File: src/rtl/avs_i2s_pkg.sv
// Shared register map, bit positions and serializer state encoding for the
// Avalon-MM I2S transmitter.
package avs_i2s_pkg;

  localparam logic [1:0] ADDR_DATA    = 2'd0;
  localparam logic [1:0] ADDR_CONTROL = 2'd1;
  localparam logic [1:0] ADDR_STATUS  = 2'd2;
  localparam logic [1:0] ADDR_CLKDIV  = 2'd3;

  localparam int CTRL_EN     = 0;
  localparam int CTRL_MONO   = 1;
  localparam int CTRL_IRQ_EN = 2;
  localparam int CTRL_FLUSH  = 3;

  localparam int STAT_FULL      = 0;
  localparam int STAT_EMPTY     = 1;
  localparam int STAT_UNDERRUN  = 2;
  localparam int STAT_OVERFLOW  = 3;
  localparam int STAT_LEVEL_LSB = 16;

  typedef enum logic {
    IDLE = 1'b0,
    RUN  = 1'b1
  } i2s_state_e;

endpackage

File: src/rtl/avs_i2s_fifo.sv
// Synchronous sample FIFO with flush, occupancy level and a peekable head.
// Push on full and pop on empty are ignored; flush wins over both.
module avs_i2s_fifo #(
  parameter int DW    = 16,
  parameter int DEPTH = 16,
  localparam int AW   = $clog2(DEPTH),
  localparam int LW   = AW + 1
) (
  input  logic          clk,
  input  logic          reset_n,
  input  logic          push,
  input  logic [DW-1:0] push_data,
  input  logic          pop,
  input  logic          flush,
  output logic          full,
  output logic          empty,
  output logic [LW-1:0] level,
  output logic [DW-1:0] head
);

  logic [DW-1:0] mem_r [DEPTH];
  logic [AW-1:0] wr_ptr_r;
  logic [AW-1:0] rd_ptr_r;
  logic [LW-1:0] level_r;
  logic          full_s;
  logic          empty_s;
  logic          do_push_s;
  logic          do_pop_s;

  assign full_s    = (level_r == LW'(DEPTH));
  assign empty_s   = (level_r == LW'(0));
  assign do_push_s = push & ~full_s;
  assign do_pop_s  = pop & ~empty_s;

  assign full  = full_s;
  assign empty = empty_s;
  assign level = level_r;
  assign head  = mem_r[rd_ptr_r];

  // Pointer and occupancy tracking; pointers wrap naturally (DEPTH is 2^AW).
  always_ff @(posedge clk or negedge reset_n) begin
    if (!reset_n) begin
      wr_ptr_r <= AW'(0);
      rd_ptr_r <= AW'(0);
      level_r  <= LW'(0);
    end else if (flush) begin
      wr_ptr_r <= AW'(0);
      rd_ptr_r <= AW'(0);
      level_r  <= LW'(0);
    end else begin
      if (do_push_s) wr_ptr_r <= wr_ptr_r + AW'(1);
      if (do_pop_s)  rd_ptr_r <= rd_ptr_r + AW'(1);
      level_r <= level_r + LW'(do_push_s) - LW'(do_pop_s);
    end
  end

  // Sample storage.
  always_ff @(posedge clk) begin
    if (do_push_s) mem_r[wr_ptr_r] <= push_data;
  end

endmodule

File: src/rtl/avs_i2s_tx.sv
// Avalon-MM slave I2S transmitter: register file, SCK divider and MSB-first
// serializer draining a sample FIFO in stereo (L,R) or mono (L repeated) order.
module avs_i2s_tx
  import avs_i2s_pkg::*;
#(
  parameter int DW    = 16,
  parameter int DEPTH = 16
) (
  input  logic        clk,
  input  logic        reset_n,
  input  logic [1:0]  avs_s0_address,
  input  logic        avs_s0_read,
  input  logic        avs_s0_write,
  output logic        avs_s0_waitrequest,
  output logic [31:0] avs_s0_readdata,
  input  logic [31:0] avs_s0_writedata,
  output logic        avs_s0_irq,
  output logic        avs_s0_export_i2s_sck,
  output logic        avs_s0_export_i2s_sd,
  output logic        avs_s0_export_i2s_ws
);

  localparam int LW = $clog2(DEPTH) + 1;
  localparam int BW = $clog2(DW);

  logic            en_r, mono_r, irq_en_r, irq_r;
  logic            underrun_r, overflow_r;
  logic [15:0]     clkdiv_r;
  i2s_state_e      state_r, state_next_s;
  logic [15:0]     div_cnt_r;
  logic [BW-1:0]   bit_cnt_r;
  logic            sck_r, sd_r, ws_r;
  logic [DW-1:0]   shift_r, word_r;

  logic            wr_data_s, wr_ctrl_s, wr_stat_s, wr_div_s;
  logic            en_next_s, run_s, tc_s, fall_tick_s, load_s, reuse_s;
  logic            push_s, pop_s, flush_s, underrun_set_s, overflow_set_s;
  logic            fifo_full_s, fifo_empty_s;
  logic [LW-1:0]   fifo_level_s;
  logic [DW-1:0]   fifo_head_s, load_word_s;
  logic [31:0]     status_s, rdata_s;
  logic            unused_s;

  assign wr_data_s = avs_s0_write & (avs_s0_address == ADDR_DATA);
  assign wr_ctrl_s = avs_s0_write & (avs_s0_address == ADDR_CONTROL);
  assign wr_stat_s = avs_s0_write & (avs_s0_address == ADDR_STATUS);
  assign wr_div_s  = avs_s0_write & (avs_s0_address == ADDR_CLKDIV);

  assign push_s         = wr_data_s & ~fifo_full_s;
  assign overflow_set_s = wr_data_s & fifo_full_s & ~en_r;
  assign flush_s        = wr_ctrl_s & avs_s0_writedata[CTRL_FLUSH];
  assign unused_s       = ^avs_s0_writedata;

  // Shrinking N below the running count terminates the half-period at once.
  assign run_s       = (state_r == RUN) & (state_next_s == RUN);
  assign tc_s        = (div_cnt_r >= clkdiv_r);
  assign fall_tick_s = run_s & tc_s & sck_r;
  assign load_s      = fall_tick_s & (bit_cnt_r == BW'(0));
  assign reuse_s     = mono_r & ws_r;
  assign pop_s       = load_s & ~reuse_s;
  assign underrun_set_s = pop_s & fifo_empty_s;
  assign load_word_s = reuse_s ? word_r : (fifo_empty_s ? DW'(0) : fifo_head_s);

  assign avs_s0_waitrequest    = wr_data_s & fifo_full_s & en_r;
  assign avs_s0_readdata       = rdata_s;
  assign avs_s0_irq            = irq_r;
  assign avs_s0_export_i2s_sck = sck_r;
  assign avs_s0_export_i2s_sd  = sd_r;
  assign avs_s0_export_i2s_ws  = ws_r;

  avs_i2s_fifo #(.DW(DW), .DEPTH(DEPTH)) u_fifo (
    .clk       (clk),
    .reset_n   (reset_n),
    .push      (push_s),
    .push_data (avs_s0_writedata[DW-1:0]),
    .pop       (pop_s),
    .flush     (flush_s),
    .full      (fifo_full_s),
    .empty     (fifo_empty_s),
    .level     (fifo_level_s),
    .head      (fifo_head_s)
  );

  // Next state follows EN including a CONTROL write in flight.
  always_comb begin
    state_next_s = state_r;
    if (wr_ctrl_s) begin
      en_next_s = avs_s0_writedata[CTRL_EN];
    end else begin
      en_next_s = en_r;
    end
    case (state_r)
      IDLE:    state_next_s = en_next_s ? RUN : IDLE;
      RUN:     state_next_s = en_next_s ? RUN : IDLE;
      default: state_next_s = IDLE;
    endcase
  end

  // State register.
  always_ff @(posedge clk or negedge reset_n) begin
    if (!reset_n) state_r <= IDLE;
    else          state_r <= state_next_s;
  end

  // Control registers, sticky flags and registered interrupt.
  always_ff @(posedge clk or negedge reset_n) begin
    if (!reset_n) begin
      en_r       <= 1'b0;
      mono_r     <= 1'b0;
      irq_en_r   <= 1'b0;
      clkdiv_r   <= 16'd0;
      underrun_r <= 1'b0;
      overflow_r <= 1'b0;
      irq_r      <= 1'b0;
    end else begin
      if (wr_ctrl_s) begin
        en_r     <= avs_s0_writedata[CTRL_EN];
        mono_r   <= avs_s0_writedata[CTRL_MONO];
        irq_en_r <= avs_s0_writedata[CTRL_IRQ_EN];
      end
      if (wr_div_s) clkdiv_r <= avs_s0_writedata[15:0];
      if (underrun_set_s) underrun_r <= 1'b1;
      else if (wr_stat_s && avs_s0_writedata[STAT_UNDERRUN]) underrun_r <= 1'b0;
      if (overflow_set_s) overflow_r <= 1'b1;
      else if (wr_stat_s && avs_s0_writedata[STAT_OVERFLOW]) overflow_r <= 1'b0;
      irq_r <= irq_en_r & ((fifo_level_s <= LW'(DEPTH / 2)) | underrun_r);
    end
  end

  // Divider and serializer; a falling SCK tick advances one bit of the slot.
  always_ff @(posedge clk or negedge reset_n) begin
    if (!reset_n) begin
      div_cnt_r <= 16'd0;
      bit_cnt_r <= BW'(0);
      sck_r     <= 1'b0;
      sd_r      <= 1'b0;
      ws_r      <= 1'b0;
      shift_r   <= DW'(0);
      word_r    <= DW'(0);
    end else if (!run_s) begin
      div_cnt_r <= 16'd0;
      bit_cnt_r <= BW'(0);
      sck_r     <= 1'b0;
      sd_r      <= 1'b0;
      ws_r      <= 1'b0;
      shift_r   <= DW'(0);
    end else if (tc_s) begin
      div_cnt_r <= 16'd0;
      sck_r     <= ~sck_r;
      if (sck_r) begin
        if (load_s) begin
          sd_r    <= load_word_s[DW-1];
          shift_r <= {load_word_s[DW-2:0], 1'b0};
          word_r  <= load_word_s;
        end else begin
          sd_r    <= shift_r[DW-1];
          shift_r <= {shift_r[DW-2:0], 1'b0};
        end
        if (bit_cnt_r == BW'(DW - 1)) begin
          ws_r      <= ~ws_r;
          bit_cnt_r <= BW'(0);
        end else begin
          bit_cnt_r <= bit_cnt_r + BW'(1);
        end
      end
    end else begin
      div_cnt_r <= div_cnt_r + 16'd1;
    end
  end

  // Zero-latency read mux.
  always_comb begin
    status_s = 32'd0;
    status_s[STAT_FULL]     = fifo_full_s;
    status_s[STAT_EMPTY]    = fifo_empty_s;
    status_s[STAT_UNDERRUN] = underrun_r;
    status_s[STAT_OVERFLOW] = overflow_r;
    status_s[31:STAT_LEVEL_LSB] = 16'(fifo_level_s);
    rdata_s = 32'd0;
    if (avs_s0_read) begin
      case (avs_s0_address)
        ADDR_DATA:    rdata_s = fifo_empty_s ? 32'd0 : 32'(fifo_head_s);
        ADDR_CONTROL: rdata_s = {29'd0, irq_en_r, mono_r, en_r};
        ADDR_STATUS:  rdata_s = status_s;
        ADDR_CLKDIV:  rdata_s = {16'd0, clkdiv_r};
        default:      rdata_s = 32'd0;
      endcase
    end else begin
      rdata_s = 32'd0;
    end
  end

endmodule

File: config.mk
export PLATFORM = sky130hd
export DESIGN_NAME = avs_i2s_tx
export DESIGN_NICKNAME = d
export VERILOG_FILES = /design/src/rtl/avs_i2s_pkg.sv /design/src/rtl/avs_i2s_fifo.sv /design/src/rtl/avs_i2s_tx.sv
export SDC_FILE = /design/constraint.sdc
export NUM_CORES = 1
export LEC_CHECK = 0
export CAP_MARGIN = 0
export CORE_MARGIN = 2
export CORE_UTILIZATION = 35
export DETAILED_ROUTE_END_ITERATION = 7
export PLACE_DENSITY = 0.57
export SYNTH_ARGS = -nofsm -noshare
export SYNTH_HDL_FRONTEND = slang
export SYNTH_HIERARCHICAL = 1
export SYNTH_SLANG_ARGS = --single-unit
File: constraint.sdc
create_clock -name clk -period 8.5 [get_ports clk]
set_input_delay 0.85 -clock clk [delete_from_list [all_inputs] [get_ports clk]]
set_output_delay 0.85 -clock clk [all_outputs]
set_load 0.02 [all_outputs]
==> results.md <==
* Die area at 45600 µm²
* Cell variety after synth at 69
* Slew Viols, Final at 0
* Total clock sinks at 345
* Outcome: finished, final reports clean
* Max Buffers Root-to-Sink at 3
* CTS tree: yes
* Drc violations at 0
* Largest net degree at the start of global routing at 68
* Vias in the first global route at 8626
* Total track usage at 0.156
* Period utilization at 0.637
* Area delta synth->final at 14.3%
* Post-synthesis register bit count at 345
* Syn Inst Count at 1007
* Yosys top cell area share at 0.500
* Syn Area/Cell at 15.3 µm²
* Cell with the most instances after synthesis: edfxtp_1
* Critical path peak fanout at 51
* Layout Nets at 1130
* Inserted Clock Buffers at 38
* R2R cell count at 18
* Routability cong. at 0.768
* Hold_buf cts at 0
* Die H at 214 µm
* Post-synth top cells: edfxtp_1, dfrtp_1, nand2_1, mux2i_1, nor2_1
* Worst EP required at 7.65 ns
* Critical Path Source: u_fifo/rd_ptr_r[0]
* Setup TNS at 0 ns
* # resized after CTS at 0
* Overflow after GRT at 0
* Synth area leader: edfxtp_1
* Final setup viols at 0
* Endpoints failing hold at 0
* Register Area at 9920 µm²
* Diodes inserted at 0
* Setup WS pre-CTS at 3.43 ns
* Crit path kind: reg2out
* Clock Pin Slew Worst Setup and Hold Paths at 0.06 ns
* Post-DR wirelength/cell at 20.6 µm
* Global-route wire length before repair at 53400 µm
* Fraction of layout cells with a size suffix above 1 at 0.167
* XOR/XNOR share of the synthesized area at 0.0131
* Adder-Cell Fraction of Synth Area at 0.0257
* Leakage at 6.23 nW
* Filler cells at 4008
* EDFF count, synth at 256
* Initial Utilization at 0.356
* Final Critical Period at 5.41 ns
* Largest family of logic cells by synthesized area: multiplexers
* Worst path max stage delay at 1.04 ns
* Die width at 214 µm
* Hpwl dp at 21200 µm
* Buffers added on ports at 47
* Share of the yosys chip area belonging to registers at 0.645
* Total Power at 4.01 mW
* # IOs at 75
* Vias at 8522
* CTS H-Tree Depth at 2
* Drt first-iter violations at 601
* Critical path's slowest cell: dfrtp_4
* Fmax at 0.185 GHz
* CP arrival at 4.56 ns
* Multiplexer share of the synthesized area at 0.117
* Post-CTS Setup Bufs at 0
* Post-Syn Area at 15400 µm²
* Vias per cell at 5.08
* Least-Margin Pin Slew at 1.18 ns
* Yosys warns at 6
* Area of the multi-input gates at 4950 µm²
* Final WL at 34500 µm
* Root Buffer Master: clkbuf_16
* Max cap viols at 0
* Synth Area in Simple Gates at 0.0745
* Crit. End Element: output pin
* FF-to-FF End: u_fifo/level[4]
* Synth Flop Type: edfxtp_1
* Post-route clock skew at 0.0208 ns
* Peak supply drop at 0.123 mV
* Clk_lat worst skew at 0.54 ns
* Ys async rst share at 0.258
* Compound-Gate Fraction of Synth Area at 0.0862
* Initial antenna violation count at 1
* Row count at 76
* Final antenna-violating net count at 0
* Reg2reg start: div_cnt_r[11]
* 1st-pass router iterations at 5
* Reg2Reg Setup Slack at 4.54 ns
* Critical path endpoint: avs_s0_readdata[9]
* Max transition margin at 0.209
* Core area at 43200 µm²
* RSZ-0062 raised after global routing: no
* CP Launch Type: register
* Crit path cell chain: buf_4, mux2i_1, a221oi_2, a22oi_1, nand2_1, nor2b_1, a22oi_1, nor2b_1, clkdlybuf4s50_1
* PwrDens at 228 nW/µm²
* Core Util, Final at 0.407
* Hold Crit Class: in2async
* Final WS setup at 3.09 ns
* Area contributors post-synth: edfxtp_1, dfrtp_1, mux4_2
-- logic make-up after synthesis --
group / Yosys count
flip-flops: 345
AO/OA/AOI/OAI: 155
other: 1
AND/OR/NAND/NOR: 223
buffers and inverters: 97
multiplexers: 132
adder cells (fa/ha/maj): 31
XOR/XNOR: 23
-- worst max-delay path, delay by kind of cell (launching register included) --
| kind | cells | cell delay (ns) |
|---|---|---|
| flops | 1 | 1.04 |
| compound gates | 3 | 0.66 |
| simple gates | 3 | 0.60 |
| buf+inv | 2 | 1.47 |
| mux | 1 | 0.20 |
-- cell usage in the layout, fill, tap and decap left out, drive strengths merged, types with 3 or more instances in the layout --
cell	count
xor2	14
ha	30
nand4	9
o21ai	29
nor2b	34
dfrtp	89
mux2i	67
mux4	33
nor3b	4
nand3	20
bufinv	4
nor2	43
clkdlybuf4s50	46
nand2	71
and2	19
edfxtp	256
o21a	5
mux2	32
a22oi	29
nor3	5
a221oi	32
clkbuf	48
nand2b	3
and3	3
buf	16
a21oi	28
nor4	6
o211a	3
inv	42
a221o	15
xnor2	9
conb	11
clkinv	14
-- sequential cells by signal, indices dropped and copies added (netlist names) --
name                   count
mono_r                     1
word_r                    16
u_fifo/level               5
avs_s0_export_i2s_sd       1
bit_cnt_r                  4
u_fifo/wr_ptr_r            4
avs_s0_irq                 1
avs_s0_export_i2s_ws       1
shift_r                   15
u_fifo/rd_ptr_r            4
div_cnt_r                 16
underrun_r                 1
clkdiv_r                  16
irq_en_r                   1
avs_s0_export_i2s_sck      1
overflow_r                 1
u_fifo/mem_r             256
en_r                       1
-- how the worst min path moves through the flow --
| stage | cells after the start | slack, ns | endpoint |
|---|---|---|---|
| finish | 1 | 0.23 | word_r[8] |
| detailed placement | 2 | 0.47 | word_r[0] |
| floorplan | 2 | 0.44 | overflow_r |
| global placement | 1 | 0.47 | word_r[4] |
| global route | 1 | 0.23 | word_r[8] |
| CTS | 1 | 0.21 | word_r[8] |
-- power breakdown --
part	switching [mW]	internal [mW]	leakage, nW	total [mW]
Combinational	0.257	0.169	2.14	0.425
Clock	0.664	0.979	0.607	1.64
Sequential	0.0605	1.88	3.49	1.94
Total	0.981	3.03	6.23	4.01
-- routing by layer --
metal,global-route usage,wire length [µm],vias to the layer above
met5,0,0,-
met4,0.0381,583,0
met3,0.0217,1300,47
met2,0.255,16600,150
met1,0.220,16000,4390
li1,-,-,3935
-- metrics by stage --
| step | hold slack (ns) | cell area (µm²) | instances |
|---|---|---|---|
| detailed placement | 0.471 | 16300 | 1606 |
| floorplan | 0.445 | 15400 | 1017 |
| finish | 0.225 | 17600 | 1676 |
| global route | 0.230 | 17600 | 1676 |
| global placement | 0.467 | 16300 | 1606 |
| CTS | 0.215 | 17600 | 1676 |
-- area by class of cell --
cell class | count | area share
Timing Repair Buffer | 62 | 0.0330
Clock buffer | 48 | 0.0580
Sequential cell | 345 | 0.564
Clock inverter | 22 | 0.0130
Tap cell | 585 | 0.0416
Multi-Input combinational cell | 575 | 0.282
Inverter | 39 | 0.00847
(Power assumes the default switching activity.)
